[src/rtl/instr_fetch_unit.sv]
// Fetch stage: keeps the PC, issues one instruction-memory request at a time and hands
// fetched words to decode over valid/ready. Redirects abandon in-flight work.
module instr_fetch_unit #(
    parameter int unsigned     XLEN     = 32,
    parameter logic [XLEN-1:0] RESET_PC = '0,
    parameter int unsigned     PC_STEP  = 4
) (
    input  logic            clk,
    input  logic            rst_n,
    output logic            imem_req,
    output logic [XLEN-1:0] imem_addr,
    input  logic            imem_ack,
    input  logic [31:0]     imem_rdata,
    input  logic            redirect_valid,
    input  logic [XLEN-1:0] redirect_pc,
    output logic            inst_valid,
    input  logic            inst_ready,
    output logic [31:0]     inst,
    output logic [XLEN-1:0] inst_pc,
    output logic [6:0]      opcode
);

    localparam int unsigned ILEN = 32;
    localparam logic [ILEN-1:0] NOP = 32'h0000_0013;

    typedef enum logic [1:0] {
        S_IDLE  = 2'd0,
        S_FETCH = 2'd1,
        S_HOLD  = 2'd2,
        S_DRAIN = 2'd3
    } state_t;

    state_t          state_q, state_d;
    logic [XLEN-1:0] pc_q, pc_d;
    logic [XLEN-1:0] addr_q, addr_d;
    logic [ILEN-1:0] inst_q, inst_d;
    logic [XLEN-1:0] inst_pc_q, inst_pc_d;
    logic            valid_q, valid_d;
    logic [XLEN-1:0] redir_pc;

    // State register
    always_ff @(posedge clk or negedge rst_n) begin
        if (!rst_n) begin
            state_q <= S_IDLE;
        end else begin
            state_q <= state_d;
        end
    end

    // Next state and next datapath values; addr_d is only reloaded when a new live request starts
    always_comb begin
        state_d   = state_q;
        pc_d      = pc_q;
        addr_d    = addr_q;
        inst_d    = inst_q;
        inst_pc_d = inst_pc_q;
        valid_d   = valid_q;
        redir_pc  = redirect_pc & ~XLEN'(3);
        case (state_q)
            S_IDLE: begin
                state_d = S_FETCH;
                addr_d  = pc_q;
            end
            S_FETCH: begin
                if (redirect_valid) begin
                    pc_d    = redir_pc;
                    valid_d = 1'b0;
                    if (imem_ack) begin
                        state_d = S_FETCH;
                        addr_d  = redir_pc;
                    end else begin
                        state_d = S_DRAIN;
                    end
                end else if (imem_ack) begin
                    inst_d    = imem_rdata;
                    inst_pc_d = pc_q;
                    pc_d      = pc_q + XLEN'(PC_STEP);
                    valid_d   = 1'b1;
                    state_d   = S_HOLD;
                end
            end
            S_HOLD: begin
                if (redirect_valid) begin
                    pc_d    = redir_pc;
                    addr_d  = redir_pc;
                    valid_d = 1'b0;
                    state_d = S_FETCH;
                end else if (inst_ready) begin
                    addr_d  = pc_q;
                    valid_d = 1'b0;
                    state_d = S_FETCH;
                end
            end
            S_DRAIN: begin
                // Abandoned request keeps its address until memory answers it
                if (redirect_valid) begin
                    pc_d = redir_pc;
                end
                if (imem_ack) begin
                    addr_d  = redirect_valid ? redir_pc : pc_q;
                    state_d = S_FETCH;
                end
            end
            default: state_d = S_IDLE;
        endcase
    end

    // Request is decoded purely from state, never from imem_ack
    always_comb begin
        imem_req = 1'b0;
        case (state_q)
            S_FETCH, S_DRAIN: imem_req = 1'b1;
            default:          imem_req = 1'b0;
        endcase
    end

    // Datapath registers
    always_ff @(posedge clk or negedge rst_n) begin
        if (!rst_n) begin
            pc_q      <= RESET_PC;
            addr_q    <= RESET_PC;
            inst_q    <= NOP;
            inst_pc_q <= '0;
            valid_q   <= 1'b0;
        end else begin
            pc_q      <= pc_d;
            addr_q    <= addr_d;
            inst_q    <= inst_d;
            inst_pc_q <= inst_pc_d;
            valid_q   <= valid_d;
        end
    end

    assign imem_addr  = addr_q;
    assign inst_valid = valid_q;
    assign inst       = inst_q;
    assign inst_pc    = inst_pc_q;
    assign opcode     = inst_q[6:0];

endmodule

[config.mk]
export PLATFORM = sky130hd
export DESIGN_NAME = instr_fetch_unit
export DESIGN_NICKNAME = d
export VERILOG_FILES = /design/src/rtl/instr_fetch_unit.sv
export SDC_FILE = /design/constraint.sdc
export NUM_CORES = 1
export LEC_CHECK = 0
export BUFFER_PORTS_ARGS = -buffer_cell sky130_fd_sc_hd__clkbuf_2
export CAP_MARGIN = 10
export CORE_MARGIN = 10
export CORE_UTILIZATION = 55
export CTS_CLUSTER_DIAMETER = 40
export DETAILED_ROUTE_END_ITERATION = 10
export PLACE_DENSITY = 0.85
export SYNTH_ARGS = -nofsm -noshare
export SYNTH_HDL_FRONTEND = slang
export SYNTH_SLANG_ARGS = --single-unit
export TNS_END_PERCENT = 100
[constraint.sdc]
create_clock -name clk -period 6.1 [get_ports clk]
set_clock_uncertainty 0.1 [all_clocks]
set_input_delay 0.915 -clock clk [delete_from_list [all_inputs] [get_ports clk]]
set_output_delay 0.915 -clock clk [all_outputs]
set_load 0.03 [all_outputs]
# == Word level (Yosys, flattened, before mapping) ==
# Cells that the tools add are included.
# totals
wordCells,49
in_bits,69
reg_bits,131
output_inout_bits,105
# op_classes
bitwise,1
n_eq_ne,8
n_mux,23
reduce_logical,10
addsub,1
# ops
cell,count
32-bit 2-to-1 mux,8
32-bit one-hot mux with 4 select lines,1
32-bit one-hot mux with 2 select lines,1
32-bit by 3-bit adder with 32-bit output (second input constant),1
2-bit 2-to-1 mux,6
3-bit AND reduction,3
2-bit one-hot mux with 4 select lines,1
2-bit inequality test (second input constant),3
3-bit inequality test (second input constant),2
1-bit 2-to-1 mux,5
2-bit equality test (second input constant),2
4-bit AND reduction,1
2-bit nonzero test,2
2-bit OR reduction,2
2-bit by 1-bit equality test with 1-bit output (second input constant),1
2-bit zero test,1
1-bit one-hot mux with 2 select lines,1
2-bit AND reduction,1
1-bit NOT,1

# == Logic depth before layout (Yosys ltp) ==
# Gate-level depths: netlist of the first run.
# logic_depth
depth_word,4
ltp_mapped,7
mapped_depth_nobuf,6

# == Worst setup path before layout of the first run ==
# Ideal clock, no wire load.
# synth_timing
kind,input port to flip-flop
startpoint,in redirect_valid
endpoint,reg pc_q[13]
required_ns,5.874
stages,6
setup_time_ns,0.126
n_path_buf,2
slack_ns,3.796
arrival_ns,2.078
cell_sequence,clkbuf_1 > a21oi_1 > or2_2 > clkbuf_1 > a21o_1 > a221o_1
# synth_between
elab_chain_cells,2
elab_cells_between_ends,5
cone_classes,1 x eq/ne; 3 x mux; 1 x reduce/logical
# synth_rtl
item,line,rtl
from (decl),14,"input logic redirect_valid,"
"32-bit 2-to-1 mux, or another cell as far along",n/a,
32-bit one-hot mux with 2 select lines or 2-bit AND reduction (tied branches),n/a,
to (signal assigned),126,pc_q <= pc_d;
to (decl),34,"logic [XLEN-1:0] pc_q, pc_d;"
# Parallel ways exist; a longest one is shown, timed or not.
# A chain may end at the register's enable or synchronous reset.

# == Final worst setup path of the first run ==
# layout_timing
startpoint,in redirect_valid
endpoint,reg pc_q[24]
# The elaborated chain is that of the path after synthesis.

==> summary.txt, run 1 <==
Layout
  – Most frequent cells in the layout: 254 x nand2_1, 170 x clkbuf_2, 128 x dfrtp_1
  – Ant. Diodes: 0
  – Share of cells above drive strength 1: 0.265
  – FILL cells: 876
  – Layout Area Growth over Synthesis: 23.4%
  – Final #Nets: 910
  – Area of the multi-input gates: 2640 sq um
  – Non-filler cells, final: 993
  – Sequential cell area: 3280 sq um
  – Most common cell after layout, fill and taps aside: nand2_1

Synth
  – Proportion of synthesized area in mux cells: 0.0664
  – Adder-Cell Fraction of Synth Area: 0.00203
  – Largest cells by area after synthesis: dfrtp_1 52%, nand2_1 15%, mux2i_1 6.6%
  – Mapped Cells: 702
  – Post-synthesis simple-gate area fraction: 0.239
  – Synth area leader: dfrtp_1
  – Yosys warning total: 0
  – Post-synth top flop: dfrtp_1
  – Net Count, Synth: 772
  – Synth unique cells: 43
  – Post-Syn Area: 6180 sq um
  – Flops & latches, synth: 131
  – Number of synthesized flops with an enable pin: 0
  – XOR/XNOR share of the synthesized area: 0
  – Compound-Gate Fraction of Synth Area: 0.115
  – Post-synth top area share: 0.519
  – Mean Syn Cell Area: 8.80 sq um
  – Register area share after synthesis: 0.531
  – Largest family of logic cells by synthesized area: simple AND/OR/NAND/NOR gates
  – Async SR Flop Fraction: 1.00

Floorplanning
  – Core ar.: 10900 sq um
  – Die ar.: 15900 sq um
  – Cell Rows: 38
  – IO Pins: 174
  – Die height: 126 um
  – Initial Util: 0.565
  – Die X: 126 um

STA
  – Fmax: 345 MHz
  – Endpoints failing setup: 0
  – RSZ-0062 raised after global routing: no
  – Number of hold violations in the final report: 0
  – Final hold slack: 0.367 ns
  – Least-Margin Pin Slew: 0.884 ns
  – Setup TNS Final: 0 ns
  – Final critical-path share of the clock period: 0.475
  – Slew headroom: 0.410
  – Count of pins over their slew limit: 0
  – Period minus WS final: 2.90 ns

Routing
  – First-pass DRT Iterations: 5
  – DRT iter0 DRCs: 623
  – WL final: 18000 um
  – Detailed-route vias per instance: 5.66
  – WL/cell: 18.1 um
  – Final ANT Viol Nets: 0
  – DRC errors left: 0
  – Via count: 5623

Clock tree
  – Clk slew on worst S/H paths: 0.05 ns
  – CTS Buf Count: 17
  – H-tree levels: 4
  – Worst skew pair latency: 0.41 ns
  – Post-CTS resize count: 0
  – CTS root buffer: clkbuf_16
  – Post-CTS setup buffers: 0
  – CTS sink cnt: 131
  – CTS tree: built
  – Clock tree buffer depth: 2
  – Hold buffers post-CTS: 0

Placed design
  – Post-DP HPWL: 12500 um
  – Cells after DPL: 960
  – Port Buffer Count: 171
  – Final GP Congestion: 0.886

Min path
  – Worst hold path class: reg -> reg
  – WHS Path Cells: 2
  – Hold Startpoint: inst[4]

Critical path
  – Reg2Reg Depth: 5
  – Worst Setup SP: redirect_valid
  – CP max FO: 38
  – Crit start category: primary input
  – Data required, critical path: 6.34 ns
  – CP endpoint kind: flop
  – CP arrival: 3.14 ns
  – Critical path class: in -> reg
  – Worst reg2reg startpoint: state_q[1]

Global routing
  – Total GRT Usage: 0.222
  – First-pass GRT wire length: 29100 um
  – Vias in the first global route: 5533
  – Largest net degree at the start of global routing: 72
  – Gr ovfl total: 0
  – Initial antenna violation count: 0

Outcome
  – Status: complete, no violations

Power
  – Max IR drop VDD: 0.277 mV
  – Leakage dissipation: 3.93 nW
  – Power Density: 433 nW/um^2

Job
  – Max_cap viols: 0
## synth_stat cells, drive strengths merged, types with 8 or more instances
| library cell | number |
|---|---|
| nand2 | 254 |
| dfrtp | 128 |
| o21ai | 48 |
| mux2i | 41 |
| clkbuf | 39 |
| a21oi | 30 |
| buf | 20 |
| nand3 | 19 |
| nor2 | 19 |
| o22ai | 19 |
| nand4 | 13 |
| nor3 | 9 |
| nor4 | 8 |
## metrics by stage
stage	setup WS [ns]	utilization	instance area, sq um	power [W]
after floorplan	3.80	-	6180	0.00198
after global placement	2.84	0.642	7020	0.00230
after detailed placement	2.78	0.642	7020	0.00233
after CTS	3.20	0.695	7600	0.00331
after global routing	3.03	0.697	7620	0.00348
final	3.20	0.697	7620	0.00330
## critical path, stage by stage
cell and delay (ns):
clkbuf_2 0.34, nor2_1 0.27, nand3_2 0.61, buf_4 0.52, or3_1 0.39, nand3_1 0.08
## worst paths after layout
kind / end / slack, ns
worst min-delay path: inst[4] / 0.37
worst max-delay path: pc_q[24] / 3.20
min in group asynchronous: inst[29] / 0.42
worst max register to register: pc_q[24] / 3.41
max in group asynchronous: inst[6] / 4.27
worst min register to register: inst[4] / 0.37
## routing by layer
layer	vias to the layer above	wire length [um]	GRT usage
met1	2675	7040	0.277
met4	0	407	0.0844
met2	272	8710	0.353
li1	2641	-	-
met3	35	1800	0.0696
met5	-	0	0
## cell type report
class                      instances  share of cell area
clock buffer                      22              0.0622
clock inverter                    10              0.0131
inverter                           5             0.00246
multi-input combinational        507               0.346
sequential                       131               0.430
tap                              140              0.0230
timing repair buffer             178               0.123
## cell families after synthesis
kind of cell,Yosys count
AND/OR/NAND/NOR,343
flip-flops,131
multiplexers,41
AO/OA/AOI/OAI,122
buffers and inverters,64
adder cells (fa/ha/maj),1
## state kept, by name (all words and copies together), names as in the netlist
name,flops
imem_addr,32
inst,32
pc_q,32
inst_valid,1
state_q,2
inst_pc,32
## report_power, final
part           internal [W]  switching [W]
clock network      0.000596       0.000383
registers           0.00108       0.000191
logic              0.000300       0.000751
total               0.00198        0.00132
Power figures use the tool's default switching activity.
==> run 2: changes to the inputs <==
--- a/config.mk
+++ b/config.mk
@@ -8,10 +8,10 @@
 export BUFFER_PORTS_ARGS = -buffer_cell sky130_fd_sc_hd__clkbuf_2
 export CAP_MARGIN = 10
 export CORE_MARGIN = 10
-export CORE_UTILIZATION = 55
+export CORE_UTILIZATION = 52
 export CTS_CLUSTER_DIAMETER = 40
 export DETAILED_ROUTE_END_ITERATION = 10
-export PLACE_DENSITY = 0.85
+export PLACE_DENSITY = 0.81
 export SYNTH_ARGS = -nofsm -noshare
 export SYNTH_HDL_FRONTEND = slang
 export SYNTH_SLANG_ARGS = --single-unit
==> constraint.sdc (replaced) <==
create_clock -name clk -period 2.9 [get_ports clk]
set_clock_uncertainty 0.1 [all_clocks]
set_input_delay 0.435 -clock clk [delete_from_list [all_inputs] [get_ports clk]]
set_output_delay 0.435 -clock clk [all_outputs]
set_load 0.03 [all_outputs]
==> run 2 against run 1 <==
Effect of this change: worst hold slack got worse by 0.29 ns; core utilization fell by 2.6 points; routed wire length rose by 0.96%; sequential power grew 110%; worst setup slack got worse by 2.7 ns; sequential share of layout area down 0.57 points; die area up 4.8%; register-to-register slack got worse by 2.9 ns; largest power group unchanged; highest routed layer unchanged.
==> summary.txt, run 2 (synthesis results as in run 1) <==
Critical path
  – Dominant delay contributor by cell family on the critical path: simple AND/OR/NAND/NOR gates
  – Data required, critical path: 3.09 ns
  – WP buf/inv: 0
  – CP endpoint kind: flop
  – Worst reg2reg startpoint: pc_q[4]
  – CP arrival: 2.55 ns
  – CP cell instances: nand3_2 -> or4_4 -> or4_4 -> nand3_2 -> o211ai_2
  – Worst r2r dst: pc_q[31]
  – Critical path class: reg -> reg
  – CP max FO: 11
  – Reg2reg setup slack: 0.54 ns
  – Slowest CP cell: or4_4
  – Crit start category: flop
  – Crit-path max cell delay: 0.61 ns
  – Reg2Reg Depth: 5

Global routing
  – First-pass GRT wire length: 28900 um
  – Largest net degree at the start of global routing: 56
  – Gr ovfl total: 0
  – Initial antenna violation count: 0
  – Vias in the first global route: 5722
  – Total GRT Usage: 0.217

Min path
  – Worst hold path class: in -> reg
  – WHS Endpoint: inst[4]
  – Hold Startpoint: imem_rdata[4]
  – WHS Path Cells: 3

Clock tree
  – CTS sink cnt: 131
  – H-tree levels: 4
  – Post-CTS resize count: 0
  – Clock tree buffer depth: 2
  – CTS root buffer: clkbuf_16
  – CTS Buf Count: 17
  – Clk slew on worst S/H paths: 0.06 ns
  – Worst skew pair latency: 0.42 ns
  – CTS tree: built

Job
  – Max_cap viols: 0

Layout
  – Layout Area Growth over Synthesis: 25.1%
  – Ant. Diodes: 0
  – Most common cell after layout, fill and taps aside: nand2_1
  – Most frequent cells in the layout: 254 x nand2_1, 170 x clkbuf_2, 128 x dfrtp_1
  – Share of cells above drive strength 1: 0.274
  – Final #Nets: 921

STA
  – Final critical-path share of the clock period: 0.813
  – Endpoints failing setup: 0
  – Slew headroom: 0.407
  – Final hold slack: 0.0796 ns
  – Least-Margin Pin Slew: 0.884 ns
  – Period minus WS final: 2.36 ns
  – Number of hold violations in the final report: 0
  – RSZ-0062 raised after global routing: no
  – Setup TNS Final: 0 ns
  – Count of pins over their slew limit: 0
  – Fmax: 424 MHz

Routing
  – WL/cell: 18.0 um
  – DRT iter0 DRCs: 537
  – DRC errors left: 0
  – WL final: 18100 um
  – Via count: 5646
  – Detailed-route vias per instance: 5.61
  – Final ANT Viol Nets: 0
  – First-pass DRT Iterations: 5

Floorplanning
  – Die height: 129 um
  – Die X: 129 um
  – IO Pins: 174
  – Initial Util: 0.536
  – Cell Rows: 39
  – Core ar.: 11500 sq um
  – Die ar.: 16600 sq um

Placed design
  – Post-DP HPWL: 12900 um
  – Final GP Congestion: 0.881
  – Port Buffer Count: 171

Power
  – Power Density: 907 nW/um^2
  – Total power draw: 0.00701 W
  – Leakage dissipation: 3.99 nW
  – Max IR drop VDD: 0.429 mV

Outcome
  – Status: complete, no violations
[run 2: cell types whose count changed in the layout (fill, tap and decap cells not counted), sizes merged]
cell	delta
bufinv	+1
inv	+2
clkbuf	-4
clkinvlp	-1
clkinv	+2
dlygate4sd3	+1
buf	+10
[run 2: timing repair]
action | CTS | global route
hold buffers | 1 | 0
setup buffers | 0 | 0
hold endpoints to repair | 52 | 0
[run 2: layout make-up]
| class | instances | area (sq um) |
|---|---|---|
| inverters | 5 | 18.8 |
| clock buffers | 18 | 429 |
| repair buffers | 189 | 1020 |
| clock inverters | 14 | 154 |
| flip-flops and latches | 131 | 3280 |
| multi-input cells | 507 | 2640 |
| fillers | 929 | 3790 |
| well taps | 143 | 179 |
[run 2: worst max path at each step]
stage / depth (start not counted) / slack, ns / from / endpoint
after floorplan: 6 / 0.83 / pc_q[6] / pc_q[31]
after global placement: 5 / 0.61 / pc_q[4] / pc_q[31]
after detailed placement: 5 / 0.58 / pc_q[4] / pc_q[31]
after CTS: 5 / 0.57 / pc_q[4] / pc_q[31]
after global routing: 6 / 0.45 / state_q[1] / inst_pc[5]
final: 5 / 0.54 / pc_q[4] / pc_q[31]
[run 2: tightest hold or removal path: stages]
cell	delay, ns
clkbuf_2	0.08
nand2_1	0.04
nand2_1	0.04
[run 2: per-layer routing]
layer  up-vias  track usage  part of all wire
met2       249        0.352              0.49
met4         0        0.101             0.024
met1      2688        0.265              0.41
met3        38       0.0579             0.082
met5         -            0                 0
li1       2671            -                 -
[run 2: report_power, final]
group / total [W] / switching [W] / internal, W
sequential: 0.00267 / 0.000393 / 0.00228
clock: 0.00211 / 0.000832 / 0.00127
combinational: 0.00223 / 0.00158 / 0.000647
[run 2: stage by stage]
| stage | std cells | setup WS, ns | cell area (sq um) | util |
|---|---|---|---|---|
| floorplan | 702 | 0.827 | 6180 | - |
| global placement | 974 | 0.610 | 7130 | 0.620 |
| detailed placement | 974 | 0.583 | 7130 | 0.620 |
| CTS | 1007 | 0.567 | 7730 | 0.671 |
| global route | 1007 | 0.447 | 7730 | 0.671 |
| finish | 1007 | 0.544 | 7730 | 0.671 |
